File: src/rtl/alu_issue_stage.sv
// Issue stage: buffers decoded uops, resolves operands (ALU forward > writeback > regfile)
// and presents the buffer head combinationally to the ALU stage over alu_issue_if.

package alu_issue_pkg;
    typedef struct packed {
        logic [3:0]  alu_op;
        logic [31:0] pc;
        logic [31:0] imm;
        logic        op1_sel;
        logic        op2_sel;
        logic        writes_rd;
        logic [4:0]  rd;
        logic [4:0]  rs2;
        logic [4:0]  rs1;
    } uop_t;

    localparam logic OP1_RS1 = 1'b0;
    localparam logic OP1_PC  = 1'b1;
    localparam logic OP2_RS2 = 1'b0;
    localparam logic OP2_IMM = 1'b1;
endpackage

interface alu_issue_if;
    import alu_issue_pkg::*;
    logic        m_valid;
    uop_t        m_uop;
    logic [31:0] m_op1;
    logic [31:0] m_op2;

    modport issue (output m_valid, output m_uop, output m_op1, output m_op2);
    modport alu   (input  m_valid, input  m_uop, input  m_op1, input  m_op2);
endinterface

module alu_issue_stage
    import alu_issue_pkg::*;
#(
    parameter int DEPTH = 2
) (
    input  logic        clk,
    input  logic        rst_n,
    input  logic        i_dec_valid,
    output logic        o_dec_ready,
    input  uop_t        i_dec_uop,
    output logic [4:0]  o_rf_rs1_addr,
    output logic [4:0]  o_rf_rs2_addr,
    input  logic [31:0] i_rf_rs1_data,
    input  logic [31:0] i_rf_rs2_data,
    input  logic [4:0]  i_alu_fwd_rd,
    input  logic [31:0] i_alu_fwd_result,
    input  logic        i_alu_fwd_writes_rd,
    input  logic        i_wb_valid,
    input  logic [4:0]  i_wb_rd,
    input  logic [31:0] i_wb_data,
    input  logic        i_stall,
    input  logic        i_flush,
    alu_issue_if.issue  issue_if
);

    localparam int PTR_W = $clog2(DEPTH);
    localparam logic [PTR_W-1:0] C_PTR_ZERO = PTR_W'(1'b0);
    localparam logic [PTR_W-1:0] C_PTR_ONE  = PTR_W'(1'b1);
    localparam logic [PTR_W:0]   C_CNT_ZERO = (PTR_W+1)'(1'b0);
    localparam logic [PTR_W:0]   C_CNT_ONE  = (PTR_W+1)'(1'b1);
    localparam logic [PTR_W:0]   C_DEPTH    = (PTR_W+1)'(DEPTH);

    // Source priority: x0, then the instruction in the ALU stage, then writeback, then regfile.
    function automatic logic [31:0] f_resolve(
        input logic [4:0]  rs,
        input logic        alu_wr,
        input logic [4:0]  alu_rd,
        input logic [31:0] alu_res,
        input logic        wb_v,
        input logic [4:0]  wb_rd,
        input logic [31:0] wb_data,
        input logic [31:0] rf_data
    );
        logic [31:0] res;
        if (rs == 5'd0) begin
            res = 32'd0;
        end else if (alu_wr && (alu_rd == rs)) begin
            res = alu_res;
        end else if (wb_v && (wb_rd == rs)) begin
            res = wb_data;
        end else begin
            res = rf_data;
        end
        return res;
    endfunction

    uop_t             r_mem [DEPTH];
    logic [PTR_W-1:0] r_rd_ptr;
    logic [PTR_W-1:0] r_wr_ptr;
    logic [PTR_W:0]   r_count;

    logic        w_nonempty;
    logic        w_valid;
    logic        w_enq;
    logic        w_deq;
    uop_t        w_head;
    logic [31:0] w_rs1_val;
    logic [31:0] w_rs2_val;

    assign w_nonempty  = (r_count != C_CNT_ZERO);
    assign w_valid     = w_nonempty && !i_flush;
    assign o_dec_ready = (r_count < C_DEPTH) && !i_flush;
    assign w_enq       = i_dec_valid && o_dec_ready;
    assign w_deq       = w_valid && !i_stall;
    assign w_head      = r_mem[r_rd_ptr];

    assign w_rs1_val = f_resolve(w_head.rs1, i_alu_fwd_writes_rd, i_alu_fwd_rd, i_alu_fwd_result,
                                 i_wb_valid, i_wb_rd, i_wb_data, i_rf_rs1_data);
    assign w_rs2_val = f_resolve(w_head.rs2, i_alu_fwd_writes_rd, i_alu_fwd_rd, i_alu_fwd_result,
                                 i_wb_valid, i_wb_rd, i_wb_data, i_rf_rs2_data);

    assign o_rf_rs1_addr = w_nonempty ? w_head.rs1 : 5'd0;
    assign o_rf_rs2_addr = w_nonempty ? w_head.rs2 : 5'd0;

    // Pointer and occupancy state; flush empties the buffer and overrides stall.
    always_ff @(posedge clk or negedge rst_n) begin
        if (!rst_n) begin
            r_rd_ptr <= C_PTR_ZERO;
            r_wr_ptr <= C_PTR_ZERO;
            r_count  <= C_CNT_ZERO;
        end else if (i_flush) begin
            r_rd_ptr <= C_PTR_ZERO;
            r_wr_ptr <= C_PTR_ZERO;
            r_count  <= C_CNT_ZERO;
        end else begin
            if (w_enq) begin
                r_wr_ptr <= r_wr_ptr + C_PTR_ONE;
            end
            if (w_deq) begin
                r_rd_ptr <= r_rd_ptr + C_PTR_ONE;
            end
            case ({w_enq, w_deq})
                2'b10:   r_count <= r_count + C_CNT_ONE;
                2'b01:   r_count <= r_count - C_CNT_ONE;
                default: r_count <= r_count;
            endcase
        end
    end

    // Entry storage; occupancy alone decides validity, so the payload needs no reset.
    always_ff @(posedge clk) begin
        if (w_enq) begin
            r_mem[r_wr_ptr] <= i_dec_uop;
        end
    end

    // Invalid cycles drive an all-zero uop so the ALU stage never forwards a stale rd.
    always_comb begin
        issue_if.m_valid = w_valid;
        issue_if.m_uop   = '0;
        issue_if.m_op1   = 32'd0;
        issue_if.m_op2   = 32'd0;
        if (w_valid) begin
            issue_if.m_uop = w_head;
            issue_if.m_op1 = (w_head.op1_sel == OP1_PC)  ? w_head.pc  : w_rs1_val;
            issue_if.m_op2 = (w_head.op2_sel == OP2_IMM) ? w_head.imm : w_rs2_val;
        end else begin
            issue_if.m_uop = '0;
            issue_if.m_op1 = 32'd0;
            issue_if.m_op2 = 32'd0;
        end
    end

endmodule

File: src/flat_wrapper.sv
// flat-port wrapper written by rule: the top's interface ports become plain ports
module alu_issue_stage_flat import alu_issue_pkg::*;
#(
    parameter int DEPTH = 2
)
  (clk, rst_n, i_dec_valid, o_dec_ready, i_dec_uop, o_rf_rs1_addr, o_rf_rs2_addr, i_rf_rs1_data, i_rf_rs2_data, i_alu_fwd_rd, i_alu_fwd_result, i_alu_fwd_writes_rd, i_wb_valid, i_wb_rd, i_wb_data, i_stall, i_flush, issue_if_m_valid, issue_if_m_uop, issue_if_m_op1, issue_if_m_op2);
  alu_issue_if issue_if_i ();
  input  logic clk;
  input  logic rst_n;
  input  logic i_dec_valid;
  output logic o_dec_ready;
  input  uop_t i_dec_uop;
  output logic [4:0] o_rf_rs1_addr;
  output logic [4:0] o_rf_rs2_addr;
  input  logic [31:0] i_rf_rs1_data;
  input  logic [31:0] i_rf_rs2_data;
  input  logic [4:0] i_alu_fwd_rd;
  input  logic [31:0] i_alu_fwd_result;
  input  logic i_alu_fwd_writes_rd;
  input  logic i_wb_valid;
  input  logic [4:0] i_wb_rd;
  input  logic [31:0] i_wb_data;
  input  logic i_stall;
  input  logic i_flush;
  output wire logic [$bits(issue_if_i.m_valid)-1:0] issue_if_m_valid;
  output wire logic [$bits(issue_if_i.m_uop)-1:0] issue_if_m_uop;
  output wire logic [$bits(issue_if_i.m_op1)-1:0] issue_if_m_op1;
  output wire logic [$bits(issue_if_i.m_op2)-1:0] issue_if_m_op2;
  assign issue_if_m_valid = issue_if_i.m_valid;
  assign issue_if_m_uop = issue_if_i.m_uop;
  assign issue_if_m_op1 = issue_if_i.m_op1;
  assign issue_if_m_op2 = issue_if_i.m_op2;
  alu_issue_stage #(.DEPTH(DEPTH)) u_core (.clk(clk), .rst_n(rst_n), .i_dec_valid(i_dec_valid), .o_dec_ready(o_dec_ready), .i_dec_uop(i_dec_uop), .o_rf_rs1_addr(o_rf_rs1_addr), .o_rf_rs2_addr(o_rf_rs2_addr), .i_rf_rs1_data(i_rf_rs1_data), .i_rf_rs2_data(i_rf_rs2_data), .i_alu_fwd_rd(i_alu_fwd_rd), .i_alu_fwd_result(i_alu_fwd_result), .i_alu_fwd_writes_rd(i_alu_fwd_writes_rd), .i_wb_valid(i_wb_valid), .i_wb_rd(i_wb_rd), .i_wb_data(i_wb_data), .i_stall(i_stall), .i_flush(i_flush), .issue_if(issue_if_i));
endmodule
File: config.mk
export PLATFORM = sky130hd
export DESIGN_NAME = alu_issue_stage_flat
export DESIGN_NICKNAME = d
export VERILOG_FILES = /design/src/rtl/alu_issue_stage.sv /design/src/flat_wrapper.sv
export SDC_FILE = /design/constraint.sdc
export NUM_CORES = 1
export LEC_CHECK = 0
export CORE_MARGIN = 5
export CORE_UTILIZATION = 40
export CTS_BUF_LIST = sky130_fd_sc_hd__clkbuf_2
export CTS_CLUSTER_SIZE = 28
export DETAILED_ROUTE_END_ITERATION = 10
export HOLD_SLACK_MARGIN = 0.05
export PLACE_DENSITY = 0.9
export SLEW_MARGIN = 10
export SYNTH_ARGS = -nofsm -noshare
export SYNTH_HDL_FRONTEND = slang
export SYNTH_SLANG_ARGS = --single-unit
File: constraint.sdc
create_clock -name clk -period 4.74 [get_ports clk]
set_input_delay 0.948 -clock clk [delete_from_list [all_inputs] [get_ports clk]]
set_output_delay 0.948 -clock clk [all_outputs]
set_load 0.02 [all_outputs]
==> results.sh, run 1 <==
export IMPL_final_common_cell="clkdlybuf4s50_1"
export IMPL_start_util_pct=40.37
export IMPL_die_h_um=163.5
export IMPL_setup_slack_ps=172.4
export IMPL_cts_buffer_depth=2
export IMPL_grt_usage_pct=27.31
export IMPL_crit_path_end_kind="primary output"
export IMPL_cts_max_level=4
export IMPL_wl_per_cell_um=25.30
export IMPL_postPlaceCellArea_um2=13750
export IMPL_outcome="finished, final reports clean"
export IMPL_grt_start_max_net_pins=55
export IMPL_clkTransAtPathRegs_ps=280
export IMPL_port_buffers=392
export IMPL_synthMuxAreaShare_pct=9.989
export IMPL_total_power_w=0.003483
export IMPL_grt_pass1_vias=9041
export IMPL_coreArea_um2=23330
export IMPL_hp_class="input pin to asynchronous set/reset pin"
export IMPL_synth_area_um2=9419
export IMPL_final_util_pct=60.99
export IMPL_criticalPathCategory="flop to primary output"
export IMPL_power_leakage_nw=5.296
export IMPL_p_per_area_nw_per_um2=244.8
export IMPL_area_growth_pct=51.09
export IMPL_synth_compound_area_share_pct=16.56
export IMPL_viasPerCell=5.789
export IMPL_synth_area_leaders="edfxtp_1 (55%), a211oi_2 (8.0%), mux2i_1 (8.0%)"
export IMPL_wirelength_um=38710
export IMPL_synth_fp_nets=1051
export IMPL_place_ws_ps=310.6
export IMPL_grt_overflow=0
export IMPL_ios=393
export IMPL_slew_violations=0
export IMPL_clock_latency_ps=730
export IMPL_stdcell_area_um2=14230
export IMPL_nFillCells=1891
export IMPL_cts_root_buf="clkbuf_2"
export IMPL_synth_top_area_share_pct=54.84
export IMPL_worst_setup_path_start_kind="flop"
export IMPL_cp_arrival_ps=3620
export IMPL_cts_made_buffers=17
export IMPL_drc=0
export IMPL_finalCritPeriodShare_pct=96.36
export IMPL_worstPathMaxFanout=32
export IMPL_vdd_drop_max_mv=0.1296
export IMPL_fmax_ghz=0.2189
export IMPL_skew_ps=38.82
export IMPL_avgSynthCellArea_um2=11.49
export IMPL_tightest_slew_ps=785.5
export IMPL_layout_drive_gt1_share_pct=12.92
export IMPL_rows=56
export IMPL_cap_violations=0
export IMPL_cts_hold_buf=0
export IMPL_finalSetupViolCount=0
export IMPL_layout_cells_non_filler=1530
export IMPL_required_ps=3790
export IMPL_nets=1425
export IMPL_dr_pass1_iters=6
export IMPL_dieArea_um2=26720
export IMPL_dp_cells=1487
export IMPL_multi_input_area_um2=3916
export IMPL_synth_cell_types=35
export IMPL_place_congestion=0.9777
export IMPL_yosysSeqAreaShare_pct=55.90
export IMPL_ant_nets=0
export IMPL_synth_area_leader_cell="edfxtp_1"
export IMPL_antenna_found_initial=3
export IMPL_synth_adder_area_share_pct=0
export IMPL_synthSimpleGateAreaFrac_pct=11.72
export IMPL_synth_top_family_by_area="compound AO/OA/AOI/OAI gates"
export IMPL_ys_seq_elements=176
export IMPL_relSlewSlack_pct=47.63
export IMPL_hold_viol=0
export IMPL_layout_common_cells="clkdlybuf4s50_1 (340), edfxtp_1 (172), nor2_1 (164)"
export IMPL_seq_area_um2=5269
export IMPL_synth_xor_area_share_pct=1.953
export IMPL_vias=8857
export IMPL_ys_warn_count=0
export IMPL_dieWidth_um=163.5
export IMPL_cts_tree="built"
export IMPL_cts_sinks=176
export IMPL_period_minus_slack_ps=4568
export IMPL_grt_pass1_wl_um=53860
export IMPL_synthCells=820
export IMPL_hpwl_um=27850
export IMPL_drt_first_iter_violations=1034
[worst paths after layout]
path                                        start                   to  slack [ps]  depth (start not counted)
worst min register to register  u_core.r_count[0]    u_core.r_count[1]         620                          2
max in group asynchronous                   rst_n      u_core.r_rd_ptr        4180                          1
min in group clk                u_core.r_count[0]    u_core.r_count[1]         620                          2
worst max-delay path              u_core.r_rd_ptr   issue_if_m_op1[25]         170                         10
worst max register to register  u_core.r_count[1]  u_core.r_mem[1][71]        2680                          3
worst min-delay path                        rst_n    u_core.r_count[1]         360                          1
[cells in the mapped netlist, drive strengths merged]
cell / count
a22oi: 1
buf: 24
nor2: 166
and4: 2
clkinv: 1
o22ai: 63
nor4: 2
clkbuf: 50
xnor2: 9
a211oi: 66
xor2: 12
nand2b: 1
nand4: 4
inv: 2
or2: 4
mux2i: 84
a21o: 1
edfxtp: 172
or4: 2
or3b: 1
nand3: 64
o21ai: 68
mux2: 2
and3: 1
nand2: 10
a21oi: 3
dfrtp: 4
or3: 1
[cell type report]
cell class                 instances  share of cell area (%)
multi-input combinational        567                   27.52
clock inverter                    14                  0.8352
inverter                           3                 0.07913
timing repair buffer             429                   31.04
antenna                            4                 0.07034
tap                              319                   2.805
sequential                       176                   37.02
clock buffer                      18                  0.6330
[cells by family (layout without fill, tap and decap cells)]
kind of cell	count (synthesis)	count (layout)
and+or+nand+nor	258	258
AOI/OAI and AO/OA	202	202
DFF	176	176
muxes	86	86
buffers and inverters	77	464
xor gates and xnor gates	21	21
other	0	4
[power breakdown]
part / leakage, nW / switching, W / internal (W)
sequential: 1.63 / 0.0000186 / 0.00177
combinational: 3.53 / 0.000500 / 0.000453
clock: 0.132 / 0.000580 / 0.000162
[flip-flops by register name, summed over array words and instances, names as in the netlist]
name and cells:
u_core.r_mem 172, u_core.r_count 2, u_core.r_rd_ptr 1, u_core.r_wr_ptr 1
[critical path, stage by stage (launching register included)]
cell	delay [ps]
dfrtp_4	570
buf_12	160
buf_12	140
mux2i_4	250
xor2_1	190
nand4_1	130
buf_4	290
nor2_1	300
a211oi_2	60
o22ai_1	150
clkdlybuf4s50_1	630
[what timing repair did]
item / in CTS / in global routing
endpoints found under the setup margin: 64 / 56
pin swaps: 0 / 0
buffers inserted: 5 / 2
gates resized for setup: 7 / 56
cloned: 0 / 0
[routing by layer]
layer	global-route usage, %	up-vias	share of wire, %
met1	30.15	4210	34
met4	13.84	0	5.1
met5	0	-	0
met3	8.150	125	11
met2	47.74	657	50
li1	-	3865	-
[through the flow]
stage | TNS (ps) | hold WS, ps
after global routing | -13.34 | 275.9
after detailed placement | 0 | 573.9
after CTS | 0 | 288.2
final | 0 | 364.3
after floorplan | 0 | 526.0
after global placement | 0 | 550.1
Power figures use the tool's default switching activity.
==> inputs of run 2 (changes only) <==
--- a/config.mk
+++ b/config.mk
@@ -12,7 +12,8 @@
 export DETAILED_ROUTE_END_ITERATION = 10
 export HOLD_SLACK_MARGIN = 0.05
 export PLACE_DENSITY = 0.9
-export SLEW_MARGIN = 10
+export SETUP_SLACK_MARGIN = 0.2
+export SLEW_MARGIN = 20
 export SYNTH_ARGS = -nofsm -noshare
 export SYNTH_HDL_FRONTEND = slang
 export SYNTH_SLANG_ARGS = --single-unit
==> results.sh, run 2 (synthesis gave the netlist of run 1 again) <==
export IMPL_grt_pass1_vias=9089
export IMPL_cts_sinks=176
export IMPL_layout_drive_gt1_share_pct=14.88
export IMPL_relSlewSlack_pct=47.23
export IMPL_cts_max_level=4
export IMPL_p_per_area_nw_per_um2=247.7
export IMPL_wirelength_um=38900
export IMPL_hold_viol=0
export IMPL_required_ps=3790
export IMPL_stdcell_area_um2=14040
export IMPL_ant_nets=0
export IMPL_largestRegisters="u_core.r_mem x172, u_core.r_count x2"
export IMPL_worst_setup_path_start_kind="flop"
export IMPL_final_common_cell="clkdlybuf4s50_1"
export IMPL_power_leakage_nw=4.772
export IMPL_grt_usage_pct=27.68
export IMPL_dp_cells=1487
export IMPL_viasPerCell=5.834
export IMPL_start_util_pct=40.37
export IMPL_dieArea_um2=26720
export IMPL_skew_ps=52.19
export IMPL_total_power_w=0.003477
export IMPL_coreArea_um2=23330
export IMPL_worstPathMaxFanout=32
export IMPL_final_util_pct=60.17
export IMPL_crit_path_end_kind="primary output"
export IMPL_hpwl_um=27850
export IMPL_ios=393
export IMPL_clock_latency_ps=750
export IMPL_regMostFlops="u_core.r_mem"
export IMPL_clkTransAtPathRegs_ps=300
export IMPL_rows=56
export IMPL_r2r_slack_ps=2660
export IMPL_power_share_clock_pct=21.4
export IMPL_finalSetupTns_ps=0
export IMPL_dieWidth_um=163.5
export IMPL_fmax_ghz=0.2241
export IMPL_grt_overflow=0
export IMPL_finalSetupViolCount=0
export IMPL_cts_buffer_depth=2
export IMPL_largest_reg_flops=172
export IMPL_area_growth_pct=49.06
export IMPL_port_buffers=392
export IMPL_die_h_um=163.5
export IMPL_cts_tree="built"
export IMPL_wl_per_cell_um=25.39
export IMPL_grt_pass1_wl_um=54590
export IMPL_postPlaceCellArea_um2=13750
export IMPL_p_int_w=0.002374
export IMPL_rsz0062_at_grt="true"
export IMPL_cts_root_buf="clkbuf_2"
export IMPL_power_frac_seq_pct=51.5
export IMPL_reg2reg_depth=3
export IMPL_finalCritPeriodShare_pct=94.16
export IMPL_outcome="finished, final reports clean"
export IMPL_cap_violations=0
export IMPL_cts_made_buffers=17
export IMPL_layout_cells_non_filler=1532
export IMPL_drc=0
export IMPL_nets=1428
export IMPL_criticalPathCategory="flop to primary output"
export IMPL_comb_power_share_pct=27.1
export IMPL_drt_first_iter_violations=1102
export IMPL_swShare_pct=31.72
export IMPL_rr_startpoint="u_core.r_count[1]"
export IMPL_r2r_end="u_core.r_mem[1][71]"
export IMPL_vias=8938
export IMPL_cp_arrival_ps=3520
export IMPL_place_congestion=0.9777
export IMPL_tightest_slew_ps=791.5
export IMPL_antenna_found_initial=2
export IMPL_hp_class="input pin to asynchronous set/reset pin"
export IMPL_grt_start_max_net_pins=55
export IMPL_switchingPower_w=0.001103
export IMPL_layout_common_cells="clkdlybuf4s50_1 (329), edfxtp_1 (172), nor2_1 (164)"
export IMPL_slew_violations=0
export IMPL_period_minus_slack_ps=4463
export IMPL_dr_pass1_iters=8
export IMPL_vdd_drop_max_mv=0.1434
## run 2: cell types whose count changed in the layout (fill, tap and decap cells not counted), moves of 8 or more
| cell | delta |
|---|---|
| clkdlybuf4s50_1 | -11 |
| clkbuf_2 | +22 |
| dlymetal6s2s_1 | -38 |
| clkdlybuf4s15_1 | +8 |
| dlygate4sd2_1 | +19 |
## run 2: stage by stage
step / setup WS (ps) / hold WS (ps)
global route: 84.02 / 246.0
global placement: 350.4 / 550.1
finish: 276.8 / 348.9
CTS: 76.92 / 288.2
detailed placement: 310.6 / 573.9
floorplan: 643.6 / 526.0
## run 2: critical path, stage by stage (launching register included)
cell and delay [ps]:
dfrtp_4 570, buf_4 170, mux2i_4 300, buf_12 150, xor2_1 160, and4_2 270
buf_12 270, a211oi_2 80, o22ai_1 130, clkdlybuf4s50_1 630
## run 2: how the worst max path moves through the flow
stage,start,endpoint
final,u_core.r_rd_ptr,issue_if_m_op2[26]
after global routing,u_core.r_rd_ptr,issue_if_m_op2[25]
after CTS,u_core.r_rd_ptr,issue_if_m_op2[11]
after detailed placement,i_wb_rd[0],issue_if_m_op2[31]
after global placement,i_wb_rd[0],issue_if_m_op2[31]
after floorplan,i_flush,u_core.r_mem[0][0]
## run 2: cell type report
| type | instances | area, µm² |
|---|---|---|
| fill | 1928 | 9293 |
| clock buffer | 18 | 90.09 |
| tap | 319 | 399.1 |
| multi-input combinational | 567 | 3910 |
| antenna | 3 | 7.507 |
| sequential | 176 | 5269 |
| inverter | 3 | 11.26 |
| clock inverter | 14 | 118.9 |
| timing repair buffer | 432 | 4234 |
## run 2: layer usage
layer	track usage (%)	routed length (µm)
met1	30.16	13270
met2	48.77	19350
met3	8.781	4419
met4	13.38	1871
met5	0	0
## run 2: power groups by stage
stage	Combinational, W	Sequential [W]	Clock, W
floorplan	0.000424	0.00182	0
global placement	0.000905	0.00183	0
detailed placement	0.000918	0.00183	0
CTS	0.000930	0.00179	0.000765
global route	0.000986	0.00179	0.000839
finish	0.000944	0.00179	0.000743
## run 2: timing repair
item | in CTS | in global routing
gates resized for setup | 62 | 65
setup endpoints to repair | 65 | 57
buffers inserted | 7 | 3
hold buffers | 0 | 0
